**src/rtl/msg_arb_sender.sv**
```systemverilog
// msg_arb_sender: per-channel message snapshot + round-robin arbiter + byte serialiser.
// Each channel captures its message on a single-cycle trigger. One pending channel at a
// time is granted round-robin and its message is pushed MSB byte first into a downstream
// FIFO, honouring the FIFO full flag.
// Optional feature: define MSG_CRLF_EN to append 8'h0D 8'h0A after every message.
module msg_arb_sender #(
   parameter int unsigned NUM_CH    = 4,
   parameter int unsigned MSG_BYTES = 8
) (
   input  logic                          clk,
   input  logic                          rst,
   input  logic [NUM_CH-1:0]             ch_trig,
   input  logic [NUM_CH*MSG_BYTES*8-1:0] ch_data,
   input  logic                          full,
   output logic                          push,
   output logic [7:0]                    o_data,
   output logic                          busy,
   output logic [NUM_CH-1:0]             overrun,
   input  logic                          ovr_clr
);

   localparam int unsigned MSG_BITS = MSG_BYTES * 8;
   localparam int unsigned CW       = (NUM_CH > 1) ? $clog2(NUM_CH) : 1;
   localparam int unsigned BW       = (MSG_BYTES > 1) ? $clog2(MSG_BYTES) : 1;

`ifdef MSG_CRLF_EN
   typedef enum logic [2:0] {StIdle, StLoad, StSend, StCr, StLf} state_t;
`else
   typedef enum logic [1:0] {StIdle, StLoad, StSend} state_t;
`endif

   state_t                r_state;
   state_t                w_state_next;

   logic [MSG_BITS-1:0]   r_snap [NUM_CH];
   logic [NUM_CH-1:0]     r_pending;
   logic [NUM_CH-1:0]     w_pending_next;
   logic [NUM_CH-1:0]     r_overrun;
   logic [NUM_CH-1:0]     w_overrun_next;

   logic [CW-1:0]         r_grant;
   logic [CW-1:0]         r_last_grant;
   logic [CW-1:0]         w_rr_grant;
   logic                  w_rr_valid;

   logic [MSG_BITS-1:0]   r_shift;
   logic [BW-1:0]         r_cnt;

   logic                  w_take_grant;
   logic                  w_load;
   logic                  w_shift_en;

   assign overrun = r_overrun;

   // Round-robin search starting at last_grant+1; the nearest pending channel wins.
   always_comb begin
      logic [CW-1:0] idx;
      idx        = '0;
      w_rr_valid = 1'b0;
      w_rr_grant = r_last_grant;
      // Walk from the farthest candidate to the nearest so the nearest overwrites.
      for (int i = NUM_CH; i > 0; i--) begin
         idx = CW'((32'(r_last_grant) + 32'(i)) % NUM_CH);
         if (r_pending[idx]) begin
            w_rr_valid = 1'b1;
            w_rr_grant = idx;
         end
      end
   end

   // FSM next state and the combinational FIFO-side outputs.
   always_comb begin
      w_state_next = r_state;
      push         = 1'b0;
      busy         = 1'b0;
      o_data       = r_shift[MSG_BITS-1 -: 8];
      w_take_grant = 1'b0;
      w_load       = 1'b0;
      w_shift_en   = 1'b0;
      unique case (r_state)
         StIdle: begin
            if (w_rr_valid) begin
               w_take_grant = 1'b1;
               w_state_next = StLoad;
            end
         end
         StLoad: begin
            busy         = 1'b1;
            w_load       = 1'b1;
            w_state_next = StSend;
         end
         StSend: begin
            busy = 1'b1;
            if (!full) begin
               push       = 1'b1;
               w_shift_en = 1'b1;
               if (r_cnt == '0) begin
`ifdef MSG_CRLF_EN
                  w_state_next = StCr;
`else
                  w_state_next = StIdle;
`endif
               end
            end
         end
`ifdef MSG_CRLF_EN
         StCr: begin
            busy   = 1'b1;
            o_data = 8'h0D;
            if (!full) begin
               push         = 1'b1;
               w_state_next = StLf;
            end
         end
         StLf: begin
            busy   = 1'b1;
            o_data = 8'h0A;
            if (!full) begin
               push         = 1'b1;
               w_state_next = StIdle;
            end
         end
`endif
         default: begin
            w_state_next = StIdle;
         end
      endcase
   end

   // Pending and overrun next state; a trigger beats both the LOAD clear and ovr_clr.
   always_comb begin
      w_pending_next = r_pending;
      w_overrun_next = ovr_clr ? '0 : r_overrun;
      if (w_load) begin
         w_pending_next[r_grant] = 1'b0;
      end
      w_pending_next = w_pending_next | ch_trig;
      w_overrun_next = w_overrun_next | (ch_trig & r_pending);
   end

   // FSM state, pending and overrun registers.
   always_ff @(posedge clk or negedge rst) begin
      if (!rst) begin
         r_state   <= StIdle;
         r_pending <= '0;
         r_overrun <= '0;
      end else begin
         r_state   <= w_state_next;
         r_pending <= w_pending_next;
         r_overrun <= w_overrun_next;
      end
   end

   // Per-channel snapshots; latest trigger wins.
   always_ff @(posedge clk or negedge rst) begin
      if (!rst) begin
         for (int k = 0; k < NUM_CH; k++) begin
            r_snap[k] <= '0;
         end
      end else begin
         for (int k = 0; k < NUM_CH; k++) begin
            if (ch_trig[k]) begin
               r_snap[k] <= ch_data[k*MSG_BITS +: MSG_BITS];
            end
         end
      end
   end

   // Grant bookkeeping, shift register and byte counter.
   always_ff @(posedge clk or negedge rst) begin
      if (!rst) begin
         r_grant      <= '0;
         r_last_grant <= CW'(NUM_CH - 1);
         r_shift      <= '0;
         r_cnt        <= '0;
      end else begin
         if (w_take_grant) begin
            r_grant      <= w_rr_grant;
            r_last_grant <= w_rr_grant;
         end
         if (w_load) begin
            // Reads the registered snapshot, so a same-cycle trigger is sent next time.
            r_shift <= r_snap[r_grant];
            r_cnt   <= BW'(MSG_BYTES - 1);
         end else if (w_shift_en) begin
            r_shift <= r_shift << 8;
            r_cnt   <= r_cnt - 1'b1;
         end
      end
   end

endmodule

```
**config.mk**
```make
export PLATFORM = sky130hd
export DESIGN_NAME = msg_arb_sender
export DESIGN_NICKNAME = d
export VERILOG_FILES = /design/src/rtl/msg_arb_sender.sv
export SDC_FILE = /design/constraint.sdc
export NUM_CORES = 1
export LEC_CHECK = 0
export ABC_AREA = 1
export BUFFER_PORTS_ARGS = -buffer_cell sky130_fd_sc_hd__buf_2
export CAP_MARGIN = 20
export CORE_UTILIZATION = 50
export DETAILED_ROUTE_END_ITERATION = 8
export PLACE_DENSITY_LB_ADDON = 0.1
export SYNTH_ARGS = -nofsm -noshare
export SYNTH_HDL_FRONTEND = slang
export SYNTH_SLANG_ARGS = --single-unit
```
**constraint.sdc**
```tcl
create_clock -name clk -period 3.8 [get_ports clk]
set_input_delay 0.19 -clock clk [delete_from_list [all_inputs] [get_ports clk]]
set_output_delay 0.19 -clock clk [all_outputs]
set_load 0.005 [all_outputs]
```
### Yosys cells after proc, flatten, opt, wreduce, memory -nomap -nowiden

Cells that the tools add are included.

* eq/ne operators: 5
* add/sub/neg operators: 5
* reduce and logical (&&, ||, !) cells: 6
* mux-type cells: 37
* bitwise gates (word level): 6
* order comparisons: 7

Operator list (number)
* two-way mux 64 bit: 4
* binary-select mux 64 bit (select 2 bit): 1
* less-than comparator 2 x 3 -> 1 bit, second input constant: 5
* two-way mux 1 bit: 15
* two-way mux 2 bit: 7
* bitwise AND 4 bit: 2
* binary-select mux 1 bit (select 2 bit): 4
* two-way mux 4 bit: 2
* bitwise OR 4 bit: 2
* two-way mux 3 bit: 2
* inequality test 2 bit, second input constant: 3
* case mux 2 bit (3 select lines): 1
* adder 2 x 1 -> 2 bit, second input constant: 2
* adder 2 bit, second input constant: 2
* inverter 4 bit: 1
* greater-or-equal comparator 3 bit, second input constant: 1
* logical NOT 3 bit: 1
* inverter 2 -> 3 bit: 1
* AND reduction 3 bit: 1
* subtractor 3 x 1 -> 3 bit, second input constant: 1
* demux 1 bit (select 2 bit): 1
* equality test 2 x 1 -> 1 bit, second input constant: 1
* equality test 2 bit, second input constant: 1
* greater-or-equal comparator 2 x 1 -> 1 bit, second input constant: 1
* other kinds (4): 4

* word-level logic and storage cells: 77
* register bits after elaboration: 337

### Longest topological paths before layout

Gate-level depths: netlist of run 1.

* depth in word-level cells: 9
* gate-level depth with buffers: 12

### Least setup slack after synthesis of run 1

OpenSTA, ideal clock, no wires.

* kind: register -> register
* from: register r_state[1]
* to: register r_shift[35]
* arrival time: 1.489 ns
* clock period less this slack: 1.610 ns
* path buffers: 3
* required time: 3.679 ns
* setup slack: 2.190 ns
* cell stages (with the launch flop): 12
* setup time: 0.121 ns
* cells stage by stage: dfrtp_1 -> inv_1 -> ha_1 -> buf_4 -> inv_2 -> nor2_4 -> nand2_1 -> buf_4 -> buf_4 -> nor2_1 -> nor3_1 -> nor2_1

* word-level cells in the longest chain between the ends: 3
* elaborated cells on any way between the ends: 6

RTL lines
* from (decl): line 32 `state_t r_state;`
* from (signal assigned): line 144 `r_state <= StIdle;`
* from (signal assigned): line 148 `r_state <= w_state_next;`
* equality test 2 x 1 -> 1 bit or equality test 2 bit (tied branches): line 80 `unique case (r_state)`
* two-way mux 1 bit: line 80
* two-way mux 64 bit or nonzero test 2 bit (tied branches)
* to (signal assigned): line 183 `r_shift <= r_snap[r_grant];`
* to (signal assigned): line 186 `r_shift <= r_shift << 8;`
* to (decl): line 46 `logic [MSG_BITS-1:0] r_shift;`

Several ways; a longest one is shown, not always the timed one.
A chain may end at the register's enable or synchronous reset.

### Worst setup path after layout of run 1

* from: register r_state[1]
* to: register r_shift[57]

Same word-level chain as after synthesis.

==> key figures, run 1 <==
Global routing
  • Vias in the first global route: between 10000 and 15000
  • Tot GR Track Use: between 30% and 40%
  • First-pass GRT wire length: roughly 76 mm
  • Pin count of the biggest net entering global routing: 99
  • Global route overflow: 0
  • Initial antenna violation count: 0

Synth
  • Post-Synthesis Cells: approximately 1800
  • Yosys top cell by area: dfrtp_1
  • Top post-synthesis cells by area: dfrtp_1, nand2_1, o21ai_0
  • Synthesized area per cell: around 8.3 sq um
  • Yosys reg bits: roughly 340
  • Synth Cell Area: 14700 sq um
  • Share of the synthesized area in the top cell type: between 50 and 60%
  • Distinct cells, synth: 28
  • Sequential share of the synthesized area: 57.5%
  • Syn Nets: ~2000
  • Number of synthesis warnings: 0

Detailed routing
  • DRT Pass-1 Iters: 5
  • WL per Instance: about 18 um
  • Vias/cell: 5.24
  • Final ANT Viol Nets: 0
  • Detailed Route WL: 48.0 mm
  • Routed via count: between 10000 and 15000
  • Iter 0 DRT Violations: 1133
  • Residual DRC: 0

Floorplan
  • DIE HEIGHT: 173 um
  • Initial Util: 51.0%
  • Core Footprint: 28800 sq um
  • Die W: 173 um
  • Full die area: roughly 30000 sq um
  • Row Count: a little over 60
  • I/O Pins: roughly 280

Clock network
  • CTS H-tree lvls: 2
  • Clk buf depth: 3
  • Clock Sinks: ~340
  • Clk_lat worst skew: between 500 and 600 ps
  • Clk slew on worst S/H paths: roughly 60 ps
  • CTS tree: yes
  • TritonCTS Buffers: 37
  • Root Buffer: clkbuf_16

Setup path
  • Slowest cell delay on critical path: roughly 590 ps
  • Crit path DAT: between 3000 and 4000 ps
  • CP Cell Sequence: inv_1, ha_1, buf_4, nor2_2, clkinv_2, buf_12, nand2_1, a21oi_1, a21oi_1
  • Slowest CP cell: clkinv_2
  • Crit path max fanout: 53
  • Setup crit end kind: flip-flop
  • Crit path top cell by count: a21oi_1
  • Crit path required time: approximately 4200 ps
  • Startpoint types: flip-flop
  • Crit Path Class: reg -> reg

Timing
  • Unrepaired setup endpoints after global routing: false
  • Final count of pins violating max slew: 0
  • Min Tclk post-route: 2760 ps
  • Highest Clock Rate: 362 MHz
  • Final worst-path cycle share: between 70 and 80%
  • Slew margin rel.: a little over two fifths
  • Worst Skew: 7.17 ps
  • Setup TNS: 0 ps
  • Final hold vios: 0
  • Worst-Margin Slew: a little under 900 ps
  • Final setup vio count: 0

Pwr
  • PwrDens: 580 nW/um^2
  • Leakage: ~10 nW
  • Max IR drop VDD: 0.000284 V

Finish
  • Ant diodes: 0
  • Area Growth Syn to Fin: 37.3%
  • Commonest non-fill, non-tap cell in the layout: nand2_1
  • Layout Nets: roughly 2500
  • Layout cell share with drive strength beyond 1: about 16%
  • Most frequent cells in the layout: nand2_1, dfrtp_1, buf_2
  • Non-filler instance count after layout: between 2000 and 3000
  • Post-layout util: 70.0%

Placed design
  • RD Place Congestion: ~0.83
  • Cells after DPL: about 2400
  • HPWL Detailed: 29.1 mm
  • Port-buffer cells: about 280

Status
  • Status: completed

Job
  • Max_cap viols: 0

Worst hold path
  • Worst Hold Class: in -> reg
metrics by stage:
stage          total power (W)  setup slack [ps]  area [sq um]  hold slack, ps
6_report                0.0117              1040         20200            44.1
4_1_cts                 0.0117              1040         20200            25.0
5_1_grt                 0.0123               783         20200            83.0
3_3_place_gp           0.00768              1200         16300             288
3_5_place_dp           0.00777              1040         16300             286
2_1_floorplan          0.00670              2190         14700            -106
metal layers:
metal	vias up	part of all wire, %	GRT usage (%)
met5	-	0	0
met3	103	6.1	4.28
li1	6573	-	-
met1	6760	42	42.1
met2	581	49	55.9
met4	0	2.9	11.1
worst max-delay path, delay by kind of cell, from the launching register on:
family	cells	cell delay, ps
buffers and inverters	4	1240
and+or+nand+nor	2	650
DFF	1	370
AOI/OAI and AO/OA	2	210
adders and majority gates	1	190
layout make-up:
class | instances | area (sq um)
Clock buffer | 52 | 1090
Timing Repair Buffer | 556 | 4200
Clock inverter | 13 | 171
Inverter | 207 | 778
Sequential cell | 337 | 8440
Tap cell | 384 | 480
Fill cell | 2179 | 8620
Multi-Input combinational cell | 1125 | 5000
logic make-up after synthesis:
logic type               after synthesis  share of synthesized area, %
adder cells (fa/ha/maj)                5                         0.426
flip-flops                           337                          57.5
AND/OR/NAND/NOR                      759                          19.9
AO/OA/AOI/OAI                        361                          13.6
buffers and inverters                313                          8.56
power breakdown:
group	total [W]	switching [W]	internal, W
combinational	0.00333	0.00212	0.00120
clock	0.00372	0.00144	0.00228
sequential	0.00463	0.000374	0.00426
cells in the mapped netlist, drive strengths merged:
cell type	instances
a22oi	4
nor3	17
buf	34
dfrtp	335
clkinv	1
nand2	580
o22ai	38
a21oi	26
nor2	137
o211ai	6
o2111ai	5
inv	206
o22a	1
dfstp	2
clkbuf	72
a211oi	6
o21ai	253
ha	5
nand3	25
o221ai	22
flip-flops by register name (all words and copies together), names as in the netlist:
register / count
overrun: 4
r_state: 2
r_grant: 2
r_pending: 4
r_cnt: 3
r_shift: 64
r_snap: 256
r_last_grant: 2
final timing paths:
| check | start | endpoint | slack (ps) | cells past startpoint |
|---|---|---|---|---|
| hold / removal | full | r_shift[0]$_DFFE_PN0P_ | 40 | 3 |
| min in group asynchronous | rst | r_snap[39]$_DFFE_PN0P_ | 310 | 2 |
| max in group asynchronous | rst | r_snap[128]$_DFFE_PN0P_ | 2560 | 3 |
| setup reg to reg | r_state[1]$_DFFE_PN0P_ | r_shift[57]$_DFFE_PN0P_ | 1040 | 9 |
| setup / recovery | r_state[1]$_DFFE_PN0P_ | r_shift[57]$_DFFE_PN0P_ | 1040 | 9 |
| hold reg to reg | r_snap[216]$_DFFE_PN0P_ | r_snap[216]$_DFFE_PN0P_ | 470 | 2 |
timing repair:
| action | in CTS | in global routing |
|---|---|---|
| setup buffers | 0 | 0 |
| hold buffers | 258 | 0 |
| endpoints found under the hold margin | 352 | 0 |
| setup endpoints to repair | 0 | 0 |
| gates resized for setup | 0 | 0 |
Power figures use the tool's default switching activity.
==> inputs of run 2 (changes only) <==
==> constraint.sdc (replaced) <==
create_clock -name clk -period 2.4 [get_ports clk]
set_input_delay 0.12 -clock clk [delete_from_list [all_inputs] [get_ports clk]]
set_output_delay 0.12 -clock clk [all_outputs]
set_load 0.005 [all_outputs]
==> run 2 against run 1 <==
Against the previous run: sequential power is 59% higher; highest routed layer is now met5; hold slack worse by 42 ps; maximum frequency grew 36%; critical path depth stayed put; register-to-register slack lost 670 ps; clock power is 51% higher.
==> key figures, run 2 (synthesized netlist as in run 1, its figures left out) <==
Clock network
  • CTS tree: yes
  • TritonCTS Buffers: 37 (unchanged)
  • Clk slew on worst S/H paths: 60 ps (about the same)
  • CTS H-tree lvls: 2 (unchanged)
  • Clk_lat worst skew: 530 ps (+20 ps)
  • Clk buf depth: 3 (unchanged)
  • Clock Sinks: 337 (unchanged)
  • Setup bufs post-CTS: 0 (unchanged)
  • Root Buffer: clkbuf_16

Finish
  • Area of the multi-input gates: 5000 sq um (unchanged)
  • Most frequent cells in the layout: nand2_1, dfrtp_1, buf_2
  • Seq. cell area: 8440 sq um (unchanged)
  • Biggest regs: r_snap: 256 flops, r_shift: 64 flops
  • Final instance area: 20400 sq um (+1.1%)
  • Commonest non-fill, non-tap cell in the layout: nand2_1
  • Area Growth Syn to Fin: 38.9%
  • Layout Nets: 2554 (+0.83%)
  • Fillcell total: 2153 (-1.2%)
  • Max reg flops: 256 (unchanged)
  • Biggest register: r_snap
  • Layout cell share with drive strength beyond 1: 16.9% (+0.54 points)
  • Ant diodes: 0 (unchanged)

Global routing
  • Initial antenna violation count: 2 (+2)
  • Vias in the first global route: 14700 (+2.6%)
  • Global route overflow: 0 (unchanged)
  • First-pass GRT wire length: 77.7 mm (+1.6%)
  • Tot GR Track Use: 33.1% (+0.70 points)
  • Pin count of the biggest net entering global routing: 72 (-27%)

Floorplan
  • Initial Util: 51.0% (unchanged)
  • Core Footprint: 28800 sq um (unchanged)
  • DIE HEIGHT: 173 um (unchanged)
  • Full die area: 30100 sq um (unchanged)
  • Row Count: 62 (unchanged)
  • Die W: 173 um (unchanged)
  • I/O Pins: 278 (unchanged)

Placed design
  • HPWL Detailed: 29.9 mm (+2.7%)
  • Pre-CTS WS: 404 ps (-639 ps)
  • Port-buffer cells: 277 (unchanged)
  • Post-DP Area: 16500 sq um (+1.4%)
  • RD Place Congestion: 0.881 (+6.0%)

Timing
  • Final setup vio count: 0 (unchanged)
  • Min Tclk post-route: 2030 ps (-734 ps)
  • Unrepaired setup endpoints after global routing: false
  • WHS: 2.22 ps (-41.9 ps)
  • Highest Clock Rate: 493 MHz (+36%)
  • Final worst-path cycle share: 84.5% (+12 points)
  • Setup ws final: 372 ps (-666 ps)
  • Worst Skew: 10.1 ps (+2.98 ps)
  • Setup TNS: 0 ps (unchanged)
  • Worst-Margin Slew: 684 ps (-189 ps)
  • Slew margin rel.: 54.4% (+13 points)
  • Final hold vios: 0 (unchanged)
  • Final count of pins violating max slew: 0 (unchanged)

Status
  • Status: completed

Job
  • Max_cap viols: 0 (unchanged)

Detailed routing
  • Vias/cell: 5.25 (+0.15%)
  • WL per Instance: 18.1 um (+0.79%)
  • Routed via count: 14200 (+0.97%)
  • Final ANT Viol Nets: 0 (unchanged)
  • Iter 0 DRT Violations: 1166 (+2.9%)
  • Residual DRC: 0 (unchanged)
  • DRT Pass-1 Iters: 7 (+2)
  • Detailed Route WL: 48.8 mm (+1.6%)

Setup path
  • Slowest CP cell: dfrtp_1
  • Crit path required time: 2850 ps (-1390 ps)
  • Crit-path leading delay family: simple AND/OR/NAND/NOR gates
  • Startpoint types: flip-flop
  • CP Buf/Inv Count: 3 (-1)
  • Crit path max fanout: 18 (-66%)
  • CP Cell Sequence: inv_1, ha_1, inv_2, nor2_4, nand2_2, buf_12, o21ai_0, nor3_1, nor2_1
  • Slowest cell delay on critical path: 400 ps (-190 ps)
  • Setup crit end kind: flip-flop
  • Crit Path Class: reg -> reg
  • Crit path DAT: 2480 ps (-720 ps)

Pwr
  • Leakage: 10.3 nW (+1.0%)
  • PwrDens: 907 nW/um^2 (+57%)
  • Max IR drop VDD: 0.000510 V (+80%)

Worst hold path
  • Worst Hold Class: in -> reg
-- run 2: per-stage QoR --
step	util (%)	total power, W	instances
2_1_floorplan	-	0.0106	1775
3_3_place_gp	57.4	0.0124	2366
3_5_place_dp	57.4	0.0125	2366
4_1_cts	70.8	0.0185	2696
5_1_grt	70.8	0.0195	2696
6_report	70.8	0.0185	2696
-- run 2: layer usage --
metal / global-route usage [%] / up-vias / part of all wire (%)
met5: 0 / - / 0.027
met4: 12.4 / 2 / 3.8
met3: 4.96 / 120 / 5.7
met2: 56.3 / 594 / 49
met1: 43.0 / 6818 / 42
li1: - / 6619 / -
-- run 2: cell type report --
type                       count  share of cell area (%)
clock buffer                  56                    5.64
clock inverter                10                   0.301
inverter                     207                    3.82
multi-input combinational   1125                    24.5
sequential                   337                    41.4
tap                          384                    2.36
timing repair buffer         577                    22.0
-- run 2: repair_timing --
item | in CTS | in global routing
hold endpoints to repair | 317 | 0
hold buffers | 264 | 0
resized for setup | 0 | 0
-- run 2: worst reg2reg max path, cell delays in order, from the launching register on --
cell and delay (ps):
dfrtp_1 400, inv_1 90, ha_1 220, inv_2 70
nor2_4 170, nand2_2 270, buf_12 260, o21ai_0 280
nor3_1 100, nor2_1 100
-- run 2: path summary, 6_finish.rpt --
check / from / end / slack (ps) / depth (start not counted)
max in group asynchronous: rst / r_snap[3]$_DFFE_PN0P_ / 1470 / 3
hold reg to reg: r_snap[79]$_DFFE_PN0P_ / r_snap[79]$_DFFE_PN0P_ / 470 / 2
setup / recovery: r_state[1]$_DFFE_PN0P_ / r_shift[27]$_DFFE_PN0P_ / 370 / 9
hold / removal: ch_trig[2] / r_snap[123]$_DFFE_PN0P_ / 2 / 3
min in group asynchronous: rst / r_snap[38]$_DFFE_PN0P_ / 140 / 2
setup reg to reg: r_state[1]$_DFFE_PN0P_ / r_shift[27]$_DFFE_PN0P_ / 370 / 9
-- run 2: report_power, final --
group / internal, W / switching, W / leakage, nW / total [W]
Sequential: 0.00674 / 0.000610 / 4.05 / 0.00735
Combinational: 0.00208 / 0.00344 / 5.66 / 0.00552
Clock: 0.00331 / 0.00232 / 0.595 / 0.00563
Total: 0.0121 / 0.00636 / 10.3 / 0.0185
==> inputs of run 3 (changes only) <==
==> constraint.sdc (replaced) <==
create_clock -name clk -period 1.9 [get_ports clk]
set_input_delay 0.095 -clock clk [delete_from_list [all_inputs] [get_ports clk]]
set_output_delay 0.095 -clock clk [all_outputs]
set_load 0.005 [all_outputs]
==> run 3 against run 2 <==
Against the previous run: sequential share of layout area fell by 0.23 points; combinational power rose by 31%; global-route usage rose by 0.45 points; non-clock buffer count rose by 7; first-iteration DRC count rose by 1.2%; sequential power rose by 26%; cell count rose by 0.19%; power rose by 27%; largest cell class unchanged.
==> key figures, run 3 (synthesized netlist as in run 1, its figures left out) <==
Status
  • Status: completed

Pwr
  • PwrDens: 1150 nW/um^2 (+27%)
  • Tot Pwr: 0.0235 W (+27%)
  • Leakage: 10.4 nW (+0.66%)
  • Clock group share of total power: 29.8% (-0.6 points)
  • Gate power share: 30.8% (+1.0 points)
  • Reg power frac: 39.5% (-0.2 points)
  • Switching component of the power: 0.00797 W (+25%)
  • Switch share: 33.9% (-0.54 points)
  • Max IR drop VDD: 0.000659 V (+29%)
  • Cell-internal power: 0.0156 W (+28%)

Global routing
  • Met3 Usage GRT: 5.09% (+0.13 points)
  • Grt met2 use: 58.0% (+1.7 points)
  • First-pass GRT wire length: 79.0 mm (+1.7%)
  • GRT busiest layer: met2
  • Global route overflow: 0 (unchanged)
  • Tot GR Track Use: 33.5% (+0.45 points)
  • Vias in the first global route: 14900 (+1.2%)
  • Met1 Use GR: 42.7% (-0.27 points)
  • Pin count of the biggest net entering global routing: 82 (+14%)
  • Initial antenna violation count: 0 (-2)

Detailed routing
  • DRT Pass-1 Iters: 7 (unchanged)
  • WL per Instance: 18.4 um (+1.5%)
  • Vias/cell: 5.31 (+1.1%)
  • Routed via count: 14300 (+1.3%)
  • Detailed Route WL: 49.6 mm (+1.7%)
  • Residual DRC: 0 (unchanged)
  • Final ANT Viol Nets: 0 (unchanged)
  • Iter 0 DRT Violations: 1180 (+1.2%)

Floorplan
  • DIE HEIGHT: 173 um (unchanged)
  • Core Footprint: 28800 sq um (unchanged)
  • Row Count: 62 (unchanged)
  • I/O Pins: 278 (unchanged)
  • Full die area: 30100 sq um (unchanged)
  • Die W: 173 um (unchanged)
  • Initial Util: 51.0% (unchanged)

Finish
  • Layout cell share with drive strength beyond 1: 17.2% (+0.31 points)
  • Biggest regs: r_snap: 256 flops, r_shift: 64 flops
  • Max reg flops: 256 (unchanged)
  • Most frequent cells in the layout: nand2_1, dfrtp_1, buf_2
  • Ant diodes: 0 (unchanged)
  • Commonest non-fill, non-tap cell in the layout: nand2_1
  • Layout Nets: 2561 (+0.27%)
  • Biggest register: r_snap
  • Area Growth Syn to Fin: 39.6%

Job
  • Max_cap viols: 0 (unchanged)

Placed design
  • RD Place Congestion: 0.871 (-1.2%)
  • Pre-CTS WS: 49.9 ps (-354 ps)
  • HPWL Detailed: 30.3 mm (+1.5%)
  • Port-buffer cells: 277 (unchanged)

Setup path
  • Crit-path leading delay family: buffers and inverters
  • Slowest cell delay on critical path: 430 ps (+30 ps)
  • R2R Setup Slk: 130 ps (-240 ps)
  • CP Buf/Inv Count: 4 (+1)
  • Crit Path Class: reg -> out
  • CP Cell Sequence: inv_1, ha_1, inv_1, nor2_4, buf_4, buf_2
  • Startpoint types: flip-flop
  • Setup crit end kind: primary output
  • Crit path top cell by count: inv_1
  • Crit path max fanout: 6 (-12)
  • Slowest CP cell: dfrtp_1
  • Crit path required time: 1800 ps (-1050 ps)
  • Crit path DAT: 1700 ps (-780 ps)

Timing
  • Worst-Margin Slew: 581 ps (-103 ps)
  • Final setup vio count: 0 (unchanged)
  • Setup ws final: 100 ps (-271 ps)
  • Highest Clock Rate: about 560 MHz
  • Worst Skew: 9.15 ps (-0.995 ps)
  • Slew margin rel.: 61.2% (+6.9 points)
  • Final count of pins violating max slew: 0 (unchanged)
  • Min Tclk post-route: roughly 1800 ps
  • Final worst-path cycle share: between 90 and 100%
  • WHS: 11.7 ps (+9.50 ps)
  • Final hold vios: 0 (unchanged)

Clock network
  • Clock Sinks: 337 (unchanged)
  • TritonCTS Buffers: 37 (unchanged)
  • Setup bufs post-CTS: 0 (unchanged)
  • Clk slew on worst S/H paths: 60 ps (about the same)
  • Clk_lat worst skew: 520 ps (about the same)
  • CTS tree: yes
  • Clk buf depth: 3 (unchanged)
  • CTS H-tree lvls: 2 (unchanged)
  • Root Buffer: clkbuf_16

Worst hold path
  • Worst Hold Class: in -> reg
## run 3: cell count changes in the layout (fill, tap and decap cells not counted), sizes merged
cell and change:
buf +13, bufinv +2, dlygate4sd3 -6, clkinvlp -3, clkbuf -1
## run 3: cell type report
class	instances	area, sq um
clock inverters	9	103
clock buffers	55	1080
inverters	207	778
flip-flops and latches	337	8440
multi-input cells	1125	5020
repair buffers	584	4610
well taps	384	480
fillers	2167	8280
## run 3: worst paths after layout
path                                        start                 endpoint  cells after the start
max                        r_state[0]$_DFFE_PN0P_                     push                      6
max in group asynchronous                     rst   r_pending[3]$_DFF_PN0_                      3
min in group asynchronous                     rst   r_snap[35]$_DFFE_PN0P_                      2
max reg2reg                r_state[0]$_DFFE_PN0P_  r_shift[38]$_DFFE_PN0P_                     10
min                                    ch_trig[1]  r_snap[173]$_DFFE_PN0P_                      3
min reg2reg                r_snap[33]$_DFFE_PN0P_   r_snap[33]$_DFFE_PN0P_                      2
## run 3: through the flow
step	TNS, ps	instances	area (sq um)	util (%)
6_report	0	2701	20500	71.2
5_1_grt	-8.69	2701	20500	71.2
4_1_cts	0	2701	20500	71.2
3_5_place_dp	0	2379	16700	58.1
3_3_place_gp	0	2379	16700	58.1
2_1_floorplan	0	1775	14700	-
## run 3: power groups by stage
stage	combinational (W)	clock (W)	sequential (W)
final	0.00724	0.00701	0.00929
after global routing	0.00810	0.00741	0.00941
after CTS	0.00713	0.00708	0.00926
after detailed placement	0.00669	0	0.00937
after global placement	0.00655	0	0.00937
after floorplan	0.00433	0	0.00906
## run 3: worst min-delay path: stages
cell and delay, ps:
buf_4 220, nand2_1 90, o21ai_0 70
## run 3: per-layer routing
layer | wire (um) | share of wire, % | vias up
li1 | - | - | 6627
met1 | 20300 | 41 | 6892
met2 | 24300 | 49 | 674
met3 | 3280 | 6.6 | 139
met4 | 1730 | 3.5 | 0
met5 | 0 | 0 | -
## run 3: what timing repair did
| action | 4_1_cts | 5_1_grt |
|---|---|---|
| hold endpoints to repair | 595 | 0 |
| resized for setup | 0 | 8 |
| hold buffers | 258 | 0 |
| endpoints found under the setup margin | 0 | 43 |
